==> config.mk <==
export PLATFORM = sky130hd
export DESIGN_NAME = aes128_key_sched_ctrl
export DESIGN_NICKNAME = d
export VERILOG_FILES = /design/src/rtl/aes128_key_sched_ctrl.sv
export SDC_FILE = /design/constraint.sdc
export NUM_CORES = 1
export LEC_CHECK = 0
export CORE_MARGIN = 1
export CORE_UTILIZATION = 30
export CTS_BUF_LIST = sky130_fd_sc_hd__clkbuf_2
export DETAILED_ROUTE_END_ITERATION = 7
export PLACE_DENSITY = 0.64
export SLEW_MARGIN = 15
export SYNTH_ARGS = -nofsm -noshare
export SYNTH_HDL_FRONTEND = slang
export SYNTH_SLANG_ARGS = --single-unit
==> constraint.sdc <==
create_clock -name clk -period 3.48 [get_ports clk]
set_input_delay 0.348 -clock clk [delete_from_list [all_inputs] [get_ports clk]]
set_output_delay 0.348 -clock clk [all_outputs]
set_load 0.05 [all_outputs]
==> src/rtl/aes128_key_sched_ctrl.sv <==
// Iterative AES-128 key-expansion controller.
// Loads a 128-bit cipher key and presents round keys 0..NUM_ROUNDS, one per accepted
// valid/ready handshake. SubWord uses an external combinational S-box slice.
module aes128_key_sched_ctrl #(
  parameter int unsigned NUM_ROUNDS = 10
) (
  input  logic         clk,
  input  logic         rst_n,
  input  logic         start,
  input  logic [127:0] key_in,
  input  logic         abort,
  output logic [31:0]  sub_word_in,
  input  logic [31:0]  sub_word_out,
  output logic [127:0] round_key,
  output logic [3:0]   round_key_idx,
  output logic         round_key_valid,
  input  logic         round_key_ready,
  output logic         busy,
  output logic         done
);

  localparam logic [3:0] LastRound = 4'(NUM_ROUNDS);

  typedef enum logic {StIdle, StEmit} state_e;

  state_e        state_q;
  logic [127:0]  key_q;
  logic [3:0]    round_q;
  logic          valid_q;
  logic          busy_q;
  logic          done_q;

  logic [31:0]   w0, w1, w2, w3;
  logic [31:0]   rot_word;
  logic [31:0]   temp;
  logic [31:0]   n0, n1, n2, n3;
  logic [127:0]  next_key;
  logic [3:0]    round_inc;
  logic          xfer;

  // Standard Rcon table; rounds outside 1..10 give zero.
  function automatic logic [7:0] rcon(input logic [3:0] r);
    logic [7:0] rc;
    case (r)
      4'd1:    rc = 8'h01;
      4'd2:    rc = 8'h02;
      4'd3:    rc = 8'h04;
      4'd4:    rc = 8'h08;
      4'd5:    rc = 8'h10;
      4'd6:    rc = 8'h20;
      4'd7:    rc = 8'h40;
      4'd8:    rc = 8'h80;
      4'd9:    rc = 8'h1b;
      4'd10:   rc = 8'h36;
      default: rc = 8'h00;
    endcase
    return rc;
  endfunction

  // Next round key from the current one; S-box lookup goes out through sub_word_in.
  always_comb begin
    w0          = key_q[127:96];
    w1          = key_q[95:64];
    w2          = key_q[63:32];
    w3          = key_q[31:0];
    rot_word    = {w3[23:0], w3[31:24]};
    sub_word_in = (state_q == StEmit) ? rot_word : 32'h0;
    round_inc   = round_q + 4'd1;
    temp        = sub_word_out ^ {rcon(round_inc), 24'h0};
    n0          = w0 ^ temp;
    n1          = w1 ^ n0;
    n2          = w2 ^ n1;
    n3          = w3 ^ n2;
    next_key    = {n0, n1, n2, n3};
    xfer        = valid_q && round_key_ready;
  end

  // Control FSM with registered outputs; abort overrides start and transfers.
  always_ff @(posedge clk or negedge rst_n) begin
    if (!rst_n) begin
      state_q <= StIdle;
      key_q   <= '0;
      round_q <= '0;
      valid_q <= 1'b0;
      busy_q  <= 1'b0;
      done_q  <= 1'b0;
    end else begin
      done_q <= 1'b0;
      if (abort) begin
        state_q <= StIdle;
        key_q   <= '0;
        round_q <= '0;
        valid_q <= 1'b0;
        busy_q  <= 1'b0;
      end else begin
        unique case (state_q)
          StIdle: begin
            if (start) begin
              state_q <= StEmit;
              key_q   <= key_in;
              round_q <= '0;
              valid_q <= 1'b1;
              busy_q  <= 1'b1;
            end
          end
          StEmit: begin
            if (xfer) begin
              if (round_q == LastRound) begin
                // Clearing the key keeps round_key at zero while idle.
                state_q <= StIdle;
                key_q   <= '0;
                round_q <= '0;
                valid_q <= 1'b0;
                busy_q  <= 1'b0;
                done_q  <= 1'b1;
              end else begin
                key_q   <= next_key;
                round_q <= round_inc;
              end
            end
          end
          default: begin
            state_q <= StIdle;
            valid_q <= 1'b0;
            busy_q  <= 1'b0;
          end
        endcase
      end
    end
  end

  assign round_key       = key_q;
  assign round_key_idx   = round_q;
  assign round_key_valid = valid_q;
  assign busy            = busy_q;
  assign done            = done_q;

endmodule
==> run summary, run 1 <==
I/O pins = 332
CP cell instances = ha_1 -> inv_1 -> and3_2 -> a311oi_2 -> xnor3_1 -> xor2_1 -> or3_1 -> nand4_1
Peak supply drop = 231 uV
Dpl cells = 1525
Max cap viols = 0
Total grt overflow = 0
Run status = complete, but fails checks
Max Clock Skew = 0.0420 ns
Port Buffer Count = 331
GR Util All Layers = 21.1%
Util after Layout = 45.9%
Starting DRT DRC Count = 453
Final hold violation count = 0
H-tree lvl count = 4
Vias per cell = 5.18
Row cnt = 59
Slowest CP cell = dfrtp_1
Die X = 167 um
Mapped Area = 8130 um^2
WS Path Type = reg2reg
First-pass iteration count of the detailed router = 8
Post-Syn Area per Cell = 8.92 um^2
Remaining DRCs = 18
Setup TNS = 0 ns
R2r endpoint = round_key[27]$_DFFE_PN0P_
Min Hold Slack = 0.133 ns
Hold Crit Depth = 3
Worst Hold Class = in2reg
Largest net degree at the start of global routing = 98
CTS tree = yes
Routed Antenna Nets = 0
Avg WL per Cell = 18.8 um
Worst r2r path cells = 8
Syn Inst Count = 911
Synth Flop Type = dfrtp_1
Post-synth EDFFs = 0
Critical path peak fanout = 13
DIE AREA = 27700 um^2
WP data arrival = 3.54 ns
DRT Wirelength = 29400 um
Post-synth ARST share = 100%
Share of post-route cells with drive strength above 1 = 5.56%
Seq/Total Area, Yosys = 41.6%
Pre-CTS setup slack = 0.633 ns
First-pass GRT wire length = 46100 um
CP peak stage delay = 0.67 ns
Count of cell types in the netlist = 55
CTS resizes = 0
CTS Buf Count = 17
Endpoints failing setup = 0
Yosys Warn Count = 0
Power Total = 5.78 mW
Final WS setup = 0.556 ns
Post-layout net count = 1380
Fill count = 2584
Clock Sink Count = 135
Starting Density = 30.9%
Clk_lat worst skew = 0.70 ns
Antenna violations before repair = 2
Worst slew pin tran = 0.769 ns
R2R setup slack = 0.56 ns
Slew Viols, Final = 0
Min Clock Period, post-route = 2.92 ns
CP Launch Type = register
Slew headroom = 48.8%
Final period util = 84.0%
Fmax achieved = 342 MHz
End of the worst hold path = round_key[126]$_DFFE_PN0P_
Failing checks = design-rule violations
Placed inst area = 11800 um^2
RSZ-0062 raised after global routing = no
Synthesized Nets = 1081
Clk slew on worst S/H paths = 0.25 ns
Power per cell area = 479 nW/um^2
Vias in the first global route = 8003
Core ar. = 26300 um^2
HP Start = key_in[126]
CTS root buffer = clkbuf_2
Cell area after layout = 12100 um^2
Area grow syn2layout = 48.4%
Synthesized flop and latch total = 135
Post-route insts no fill = 1559
Max Buffers Root-to-Sink = 2
Worst EP required = 4.10 ns
CP Capture Type = register
DP HPWL = 20100 um
Reg-to-reg critical path startpoint = round_key_idx[0]$_DFFE_PN0P_
Placer congestion estimate = 0.853
Die Ht = 167 um
Via Count = 8079
Leakage power = 4.85 nW
-- report_power, final --
group          total [mW]  switching [mW]  internal [mW]
registers            2.04           0.262           1.78
clock network        1.15           0.667          0.483
logic                2.59            1.61          0.982
-- cell usage in the layout, fill, tap and decap left out, drive strengths merged, types with 33 or more instances in the layout --
cell / Yosys / final
and2: 33 / 33
o21ai: 166 / 166
a22oi: 59 / 59
xnor2: 68 / 68
nand2: 107 / 107
clkdlybuf4s50: 0 / 330
dfrtp: 135 / 135
a221o: 37 / 37
xor2: 38 / 38
nor2: 58 / 58
-- what timing repair did --
action                    4_1_cts  5_1_grt
hold buffers                    1        0
hold endpoints to repair       71        0
setup buffers                   0        0
-- state kept, by name, summed over array words and instances, names as in the netlist --
| name | count |
|---|---|
| done | 1 |
| busy | 1 |
| round_key_idx | 4 |
| state_q | 1 |
| round_key | 128 |
-- cells by family after synthesis --
logic type	synth area share, %
buffers and inverters	3.88
muxes	0.385
and+or+nand+nor	15.9
adders and majority gates	0.770
AOI/OAI and AO/OA	24.9
DFF	41.6
xor gates and xnor gates	12.6
-- worst max-delay path: cells and delay by family (launching register included) --
family,cells,cell delay [ns]
XOR/XNOR,2,0.49
flip-flops,1,0.67
adder cells (fa/ha/maj),1,0.51
AO/OA/AOI/OAI,1,0.36
buffers and inverters,1,0.18
AND/OR/NAND/NOR,3,0.66
-- cells in the mapped netlist (2+ instances only) --
master     instances  share of area [%]
xnor3_1            2               0.55
a31oi_1            2               0.15
nor3b_1           29                2.7
nand4_1            4               0.31
nand2_1          107                4.9
and3_1             2               0.15
and3b_1            2               0.22
nor2b_1            3               0.23
a21o_1             3               0.28
a221o_1           37                4.6
clkbuf_1          56                2.6
and2_1            33                2.5
xnor2_2            3               0.60
buf_4              4               0.37
a21oi_1           30                1.8
ha_1               5               0.77
o21ai_0           86                5.3
nor2_1            58                2.7
or3_1              4               0.31
xor2_1            38                4.1
inv_1              6               0.28
buf_2              6               0.37
o2bb2ai_1          2               0.22
xnor2_1           65                7.0
o21ai_1           79                4.9
mux2i_1            2               0.25
a22oi_1           59                5.5
a311oi_2           2               0.37
dfrtp_1          135                 42
nand3_1            9               0.55
a222oi_1           2               0.25
nand3b_1           2               0.18
nor3_1            11               0.68
buf_1              2              0.092
-- area by class of cell --
type	count	area [um^2]	share of cell area, %
Clock inverter	14	196	1.63
Clock buffer	18	90.1	0.747
Tap cell	335	419	3.48
Multi-Input combinational cell	701	4460	37.0
Inverter	6	22.5	0.187
Antenna cell	1	2.50	0.0208
Timing Repair Buffer	349	3490	28.9
Sequential cell	135	3380	28.0
-- worst max-delay path by stage --
| stage | start | end | depth (start not counted) |
|---|---|---|---|
| 5_1_grt | state_q$_DFF_PN0_ | sub_word_in[23] | 3 |
| 3_3_place_gp | round_key_idx[0]$_DFFE_PN0P_ | round_key[27]$_DFFE_PN0P_ | 8 |
| 4_1_cts | state_q$_DFF_PN0_ | sub_word_in[0] | 3 |
| 2_1_floorplan | round_key_idx[0]$_DFFE_PN0P_ | round_key[32]$_DFFE_PN0P_ | 11 |
| 3_5_place_dp | round_key_idx[0]$_DFFE_PN0P_ | round_key[27]$_DFFE_PN0P_ | 8 |
| 6_report | round_key_idx[0]$_DFFE_PN0P_ | round_key[27]$_DFFE_PN0P_ | 8 |
-- routing by layer --
| metal | vias to the layer above | wire length [um] | global-route usage [%] |
|---|---|---|---|
| met2 | 257 | 14800 | 36.8 |
| met5 | - | 0 | 0 |
| li1 | 3849 | - | - |
| met4 | 0 | 436 | 5.48 |
| met1 | 3945 | 12400 | 26.1 |
| met3 | 28 | 1700 | 4.80 |
Note: power is estimated with default switching activity, not from simulation.
==> run 2, diff against run 1 <==
- clock period: 3.48 -> 3.1 ns (I/O delays scaled with it)
==> run summary, run 2 (synthesis gave the netlist of run 1 again) <==
First-pass iteration count of the detailed router = 8
Critical path peak fanout = 17
Largest net degree at the start of global routing = 98
First-pass GRT wire length = 46300 um
CP Capture Type = primary output
Clk slew on worst S/H paths = 0.23 ns
Starting Density = 30.9%
Row cnt = 59
Port Buffer Count = 331
Clock Sink Count = 135
CTS Buf Count = 17
Fmax achieved = 375 MHz
Reg-to-reg critical path startpoint = round_key_idx[0]$_DFFE_PN0P_
Share of post-route cells with drive strength above 1 = 6.28%
Failing checks = design-rule violations
CTS tree = yes
Die Ht = 167 um
Min Clock Period, post-route = 2.67 ns
CP Buf/Inv Count = 2
Switching power total = 2.84 mW
Util after Layout = 45.9%
Worst slew pin tran = 0.932 ns
Peak supply drop = 237 uV
Vias in the first global route = 8032
Commonest non-fill, non-tap cell in the layout = clkdlybuf4s50_1
Core ar. = 26300 um^2
Worst Hold Class = in2async
I/O pins = 332
Die X = 167 um
Antenna violations before repair = 2
CP cell instances = buf_4 -> and2_1 -> clkdlybuf4s50_1
Fill count = 2535
Endpoints failing setup = 0
Area grow syn2layout = 48.5%
Worst setup path startpoint = state_q$_DFF_PN0_
DRT Wirelength = 29200 um
Sw Share = 44.9%
Dpl cells = 1529
Remaining DRCs = 20
Vias per cell = 5.20
Sequential power share = 36.1%
Slowest CP cell = clkdlybuf4s50_1
Run status = complete, but fails checks
RSZ-0062 raised after global routing = no
Total grt overflow = 0
Power per cell area = 525 nW/um^2
Clock share of power = 17.9%
Max Buffers Root-to-Sink = 2
WP data arrival = 2.36 ns
Placer congestion estimate = 0.801
Leakage power = 4.87 nW
Slew Viols, Final = 0
Post-route insts no fill = 1563
DP HPWL = 20000 um
Power Total = 6.33 mW
Max cap viols = 0
Starting DRT DRC Count = 520
Critical path's top delay family = buffers and inverters
Via Count = 8126
Most frequent cells in the layout = 326 x clkdlybuf4s50_1, 135 x dfrtp_1, 106 x nand2_1
CP Launch Type = register
H-tree lvl count = 4
Number of flip-flops in the largest register = 128
GR Util All Layers = 21.2%
Slew headroom = 37.9%
Final period util = 86.1%
Min Hold Slack = 0.116 ns
WS Path Type = reg2out
Final hold violation count = 0
Avg WL per Cell = 18.7 um
Worst EP required = 2.79 ns
CP peak stage delay = 0.81 ns
Clk_lat worst skew = 0.71 ns
CTS root buffer = clkbuf_2
Logic pwr share = 46.0%
Max Clock Skew = 0.0488 ns
Routed Antenna Nets = 0
Post-layout net count = 1384
Int Pwr = 3.49 mW
Setup TNS = 0 ns
DIE AREA = 27700 um^2
## run 2: final cells by class
class,count,area (um^2),area share (%)
Tap cell,335,419,3.47
Clock inverter,13,148,1.22
Inverter,6,22.5,0.187
Antenna cell,1,2.50,0.0207
Timing Repair Buffer,353,3550,29.4
Sequential cell,135,3380,28.0
Multi-Input combinational cell,701,4460,36.9
Clock buffer,19,95.1,0.788
## run 2: metal layers
metal,wire (um),vias up,GRT usage (%),share of wire [%]
li1,-,3861,-,-
met1,12500,3984,27.1,43
met2,14600,260,36.3,50
met3,1680,21,4.21,5.7
met4,397,0,5.60,1.4
met5,0,-,0,0
## run 2: through the flow
stage | instance area, um^2 | worst slack, ns
after global placement | 11800 | 0.569
final | 12100 | 0.432
after floorplan | 8130 | 0.425
after detailed placement | 11800 | 0.535
after global routing | 12100 | 0.287
after CTS | 12100 | 0.303
## run 2: power groups by stage
stage	sequential, mW	clock [mW]	combinational (mW)
3_5_place_dp	2.32	0	2.93
3_3_place_gp	2.31	0	2.90
2_1_floorplan	3.08	0	1.03
5_1_grt	2.33	1.24	3.10
4_1_cts	2.29	1.18	2.94
6_report	2.29	1.13	2.91
## run 2: final timing paths
| check | to | slack (ns) | depth (start not counted) |
|---|---|---|---|
| max reg2reg | round_key[27]$_DFFE_PN0P_ | 0.56 | 8 |
| min in group clk | round_key[126]$_DFFE_PN0P_ | 0.12 | 3 |
| max | sub_word_in[9] | 0.43 | 3 |
| max in group asynchronous | round_key[36]$_DFFE_PN0P_ | 2.13 | 3 |
| min reg2reg | round_key[4]$_DFFE_PN0P_ | 0.56 | 2 |
| min | round_key[89]$_DFFE_PN0P_ | 0.12 | 2 |
## run 2: worst reg2reg max path, cell delays in order, from the launching register on
cell	delay (ns)
dfrtp_1	0.39
ha_1	0.43
inv_1	0.19
and3_2	0.26
a311oi_2	0.38
xnor3_1	0.32
xor2_1	0.17
or3_1	0.31
nand4_1	0.08
## run 2: what timing repair did
item                      4_1_cts  5_1_grt
hold buffers                    1        0
buffers inserted                0        0
hold endpoints to repair       89        0
resized for setup               0        0
==> run 3, diff against run 2 <==
- ABC_AREA: unset -> 1
- PLACE_DENSITY: 0.64 -> 0.67
- clock period: 3.1 -> 2.23 ns (I/O delays scaled with it)
==> run summary, run 3 <==
WS Path Type = reg2out
H-tree lvl count = 4
Yosys Warn Count = 0
Min Hold Slack = 0.104 ns
Slowest CP cell = dfrtp_2
Number of flip-flops in the largest register = 128
Clk_lat worst skew = 0.71 ns
CP Capture Type = primary output
Fill count = 2537
Worst slew pin tran = 0.631 ns
CP peak stage delay = 0.48 ns
Area grow syn2layout = 60.2%
Critical path peak fanout = 15
Logic pwr share = 48.9%
Post-CTS Setup Bufs = 0
CTS root buffer = clkbuf_2
Max Clock Skew = 0.0464 ns
RSZ-0062 raised after global routing = no
Setup TNS = 0 ns
Row cnt = 59
DP HPWL = 20400 um
Post-route insts no fill = 1740
Power per cell area = 699 nW/um^2
R2r endpoint = round_key[28]$_DFFE_PN0P_
DIE AREA = 27000 um^2
Worst setup path startpoint = state_q$_DFF_PN0_
I/O pins = 332
WP data arrival = 1.83 ns
Endpoints failing setup = 0
Run status = completed
Vias in the first global route = 8468
Hold Crit Depth = 3
Synthesized flop and latch total = 135
Most common cell in the synthesized netlist = nand2_1
Sw Share = 48.2%
Avg WL per Cell = 16.3 um
Die X = 164 um
Slew headroom = 58.1%
Switching power total = 4.27 mW
List of most frequent post-synthesis cells = 338 x nand2_1, 135 x dfrtp_1, 93 x inv_1, 73 x nand3_1, 54 x o211ai_1
Post-synth EDFFs = 0
Commonest non-fill, non-tap cell in the layout = nand2_1
Count of cell types in the netlist = 32
Final hold violation count = 0
Post-Syn Area per Cell = 7.82 um^2
Leading area contributor after synthesis = dfrtp_1
Worst EP required = 2.01 ns
Synthesized Nets = 1182
Post-layout net count = 1561
End of the worst hold path = round_key[70]$_DFFE_PN0P_
Vias per cell = 4.80
Most frequent cells in the layout = 337 x nand2_1, 163 x clkdlybuf4s50_1, 132 x dfrtp_1, 132 x dlygate4sd2_1, 92 x inv_1
CP Launch Type = register
Max cap viols = 0
Clock share of power = 15.3%
Starting DRT DRC Count = 457
Synth Flop Type = dfrtp_1
Port Buffer Count = 331
CTS Buf Count = 17
Clock Sink Count = 135
Seq/Total Area, Yosys = 42.7%
Syn Inst Count = 1012
Placer congestion estimate = 0.808
First-pass GRT wire length = 44200 um
Core ar. = 26000 um^2
R2R setup slack = 0.20 ns
Via Count = 8348
Clk slew on worst S/H paths = 0.23 ns
Routed Antenna Nets = 0
GR Util All Layers = 21.2%
Antenna violations before repair = 1
Slew Viols, Final = 0
Fmax achieved = 487 MHz
Die Ht = 164 um
Synth top area share = 42.7%
Sequential power share = 35.8%
Mapped Area = 7910 um^2
Final period util = 92.0%
Worst Hold Class = in2reg
First-pass iteration count of the detailed router = 5
Int Pwr = 4.58 mW
Leakage power = 6.22 nW
DRT Wirelength = 28400 um
Peak supply drop = 348 uV
Largest net degree at the start of global routing = 65
CTS tree = yes
Reg-to-reg critical path startpoint = round_key_idx[0]$_DFFE_PN0P_
Starting Density = 30.5%
Post-synth ARST share = 100%
Max Buffers Root-to-Sink = 2
Worst r2r path cells = 14
Synth top area cells = dfrtp_1 43%, nand2_1 16%, xor2_1 5.5%
Share of post-route cells with drive strength above 1 = 9.69%
Sequential cell area = 3380 um^2
HP Start = key_in[70]
Dpl cells = 1652
Total grt overflow = 0
Min Clock Period, post-route = 2.05 ns
Remaining DRCs = 0
CP cell instances = buf_4 -> nand2_1 -> inv_1 -> buf_12
Multi-input gate area = 3960 um^2
-- run 3: cell types whose count changed after synthesis, moves of 44 or more --
cell      delta
o21ai_0     -50
o21ai_1     -79
nor2_1      -44
o211ai_1    +53
nand2_1    +231
inv_1       +87
nand3_1     +64
-- run 3: cell families after synthesis --
family / after synthesis / share of synthesized area [%]
DFF: 135 / 42.7
xor gates and xnor gates: 83 / 9.28
adders and majority gates: 5 / 0.791
buffers and inverters: 148 / 7.54
and+or+nand+nor: 467 / 25.4
AOI/OAI and AO/OA: 174 / 14.3
-- run 3: per-stage QoR --
step	utilization, %	setup slack, ns	cell area [um^2]	power, mW
4_1_cts	48.7	0.000375	12700	8.95
3_5_place_dp	46.4	0.214	12100	7.73
6_report	48.8	0.178	12700	8.86
2_1_floorplan	-	0.110	7910	5.93
5_1_grt	48.8	0.0119	12700	9.39
3_3_place_gp	46.4	0.278	12100	7.68
-- run 3: worst max-delay path by stage --
| stage | to | slack (ns) | cells past startpoint |
|---|---|---|---|
| floorplan | round_key[24]$_DFFE_PN0P_ | 0.11 | 11 |
| global placement | round_key[20]$_DFFE_PN0P_ | 0.28 | 8 |
| detailed placement | round_key[28]$_DFFE_PN0P_ | 0.21 | 14 |
| CTS | done | 0.0004 | 1 |
| global route | round_key[30]$_DFFE_PN0P_ | 0.01 | 14 |
| finish | sub_word_in[20] | 0.18 | 4 |
-- run 3: layout make-up --
type | instances | share of cell area (%)
Clock inverter | 14 | 0.809
Tap cell | 335 | 3.31
Sequential cell | 135 | 26.7
Timing Repair Buffer | 410 | 34.4
Antenna cell | 1 | 0.0197
Clock buffer | 18 | 0.711
Multi-Input combinational cell | 729 | 31.2
Inverter | 98 | 2.90
-- run 3: power by group through the flow --
stage | Clock [mW] | Combinational, mW | Sequential [mW]
after global routing | 1.51 | 4.65 | 3.23
after CTS | 1.42 | 4.36 | 3.17
after detailed placement | 0 | 4.51 | 3.22
after global placement | 0 | 4.47 | 3.21
final | 1.35 | 4.33 | 3.17
after floorplan | 0 | 1.55 | 4.38
-- run 3: critical path: cells and delay by family (launching register included) --
family                 cells  cell delay [ns]
and+or+nand+nor            1             0.13
DFF                        1             0.48
buffers and inverters      3             0.52
-- run 3: metal layers --
layer  vias up  share of wire (%)  GRT usage (%)
li1       4053                  -              -
met5         -                  0              0
met1      3955                 41           24.9
met2       312                 49           37.5
met4         0                1.6           6.88
met3        28                7.9           5.35
-- run 3: what timing repair did --
action                                  in CTS  in global routing
pin swaps                                    0                  0
gates resized for setup                    132                  6
hold endpoints to repair                   187                  0
hold buffers                                55                  0
endpoints found under the setup margin     132                 10
gates cloned                                 0                  0
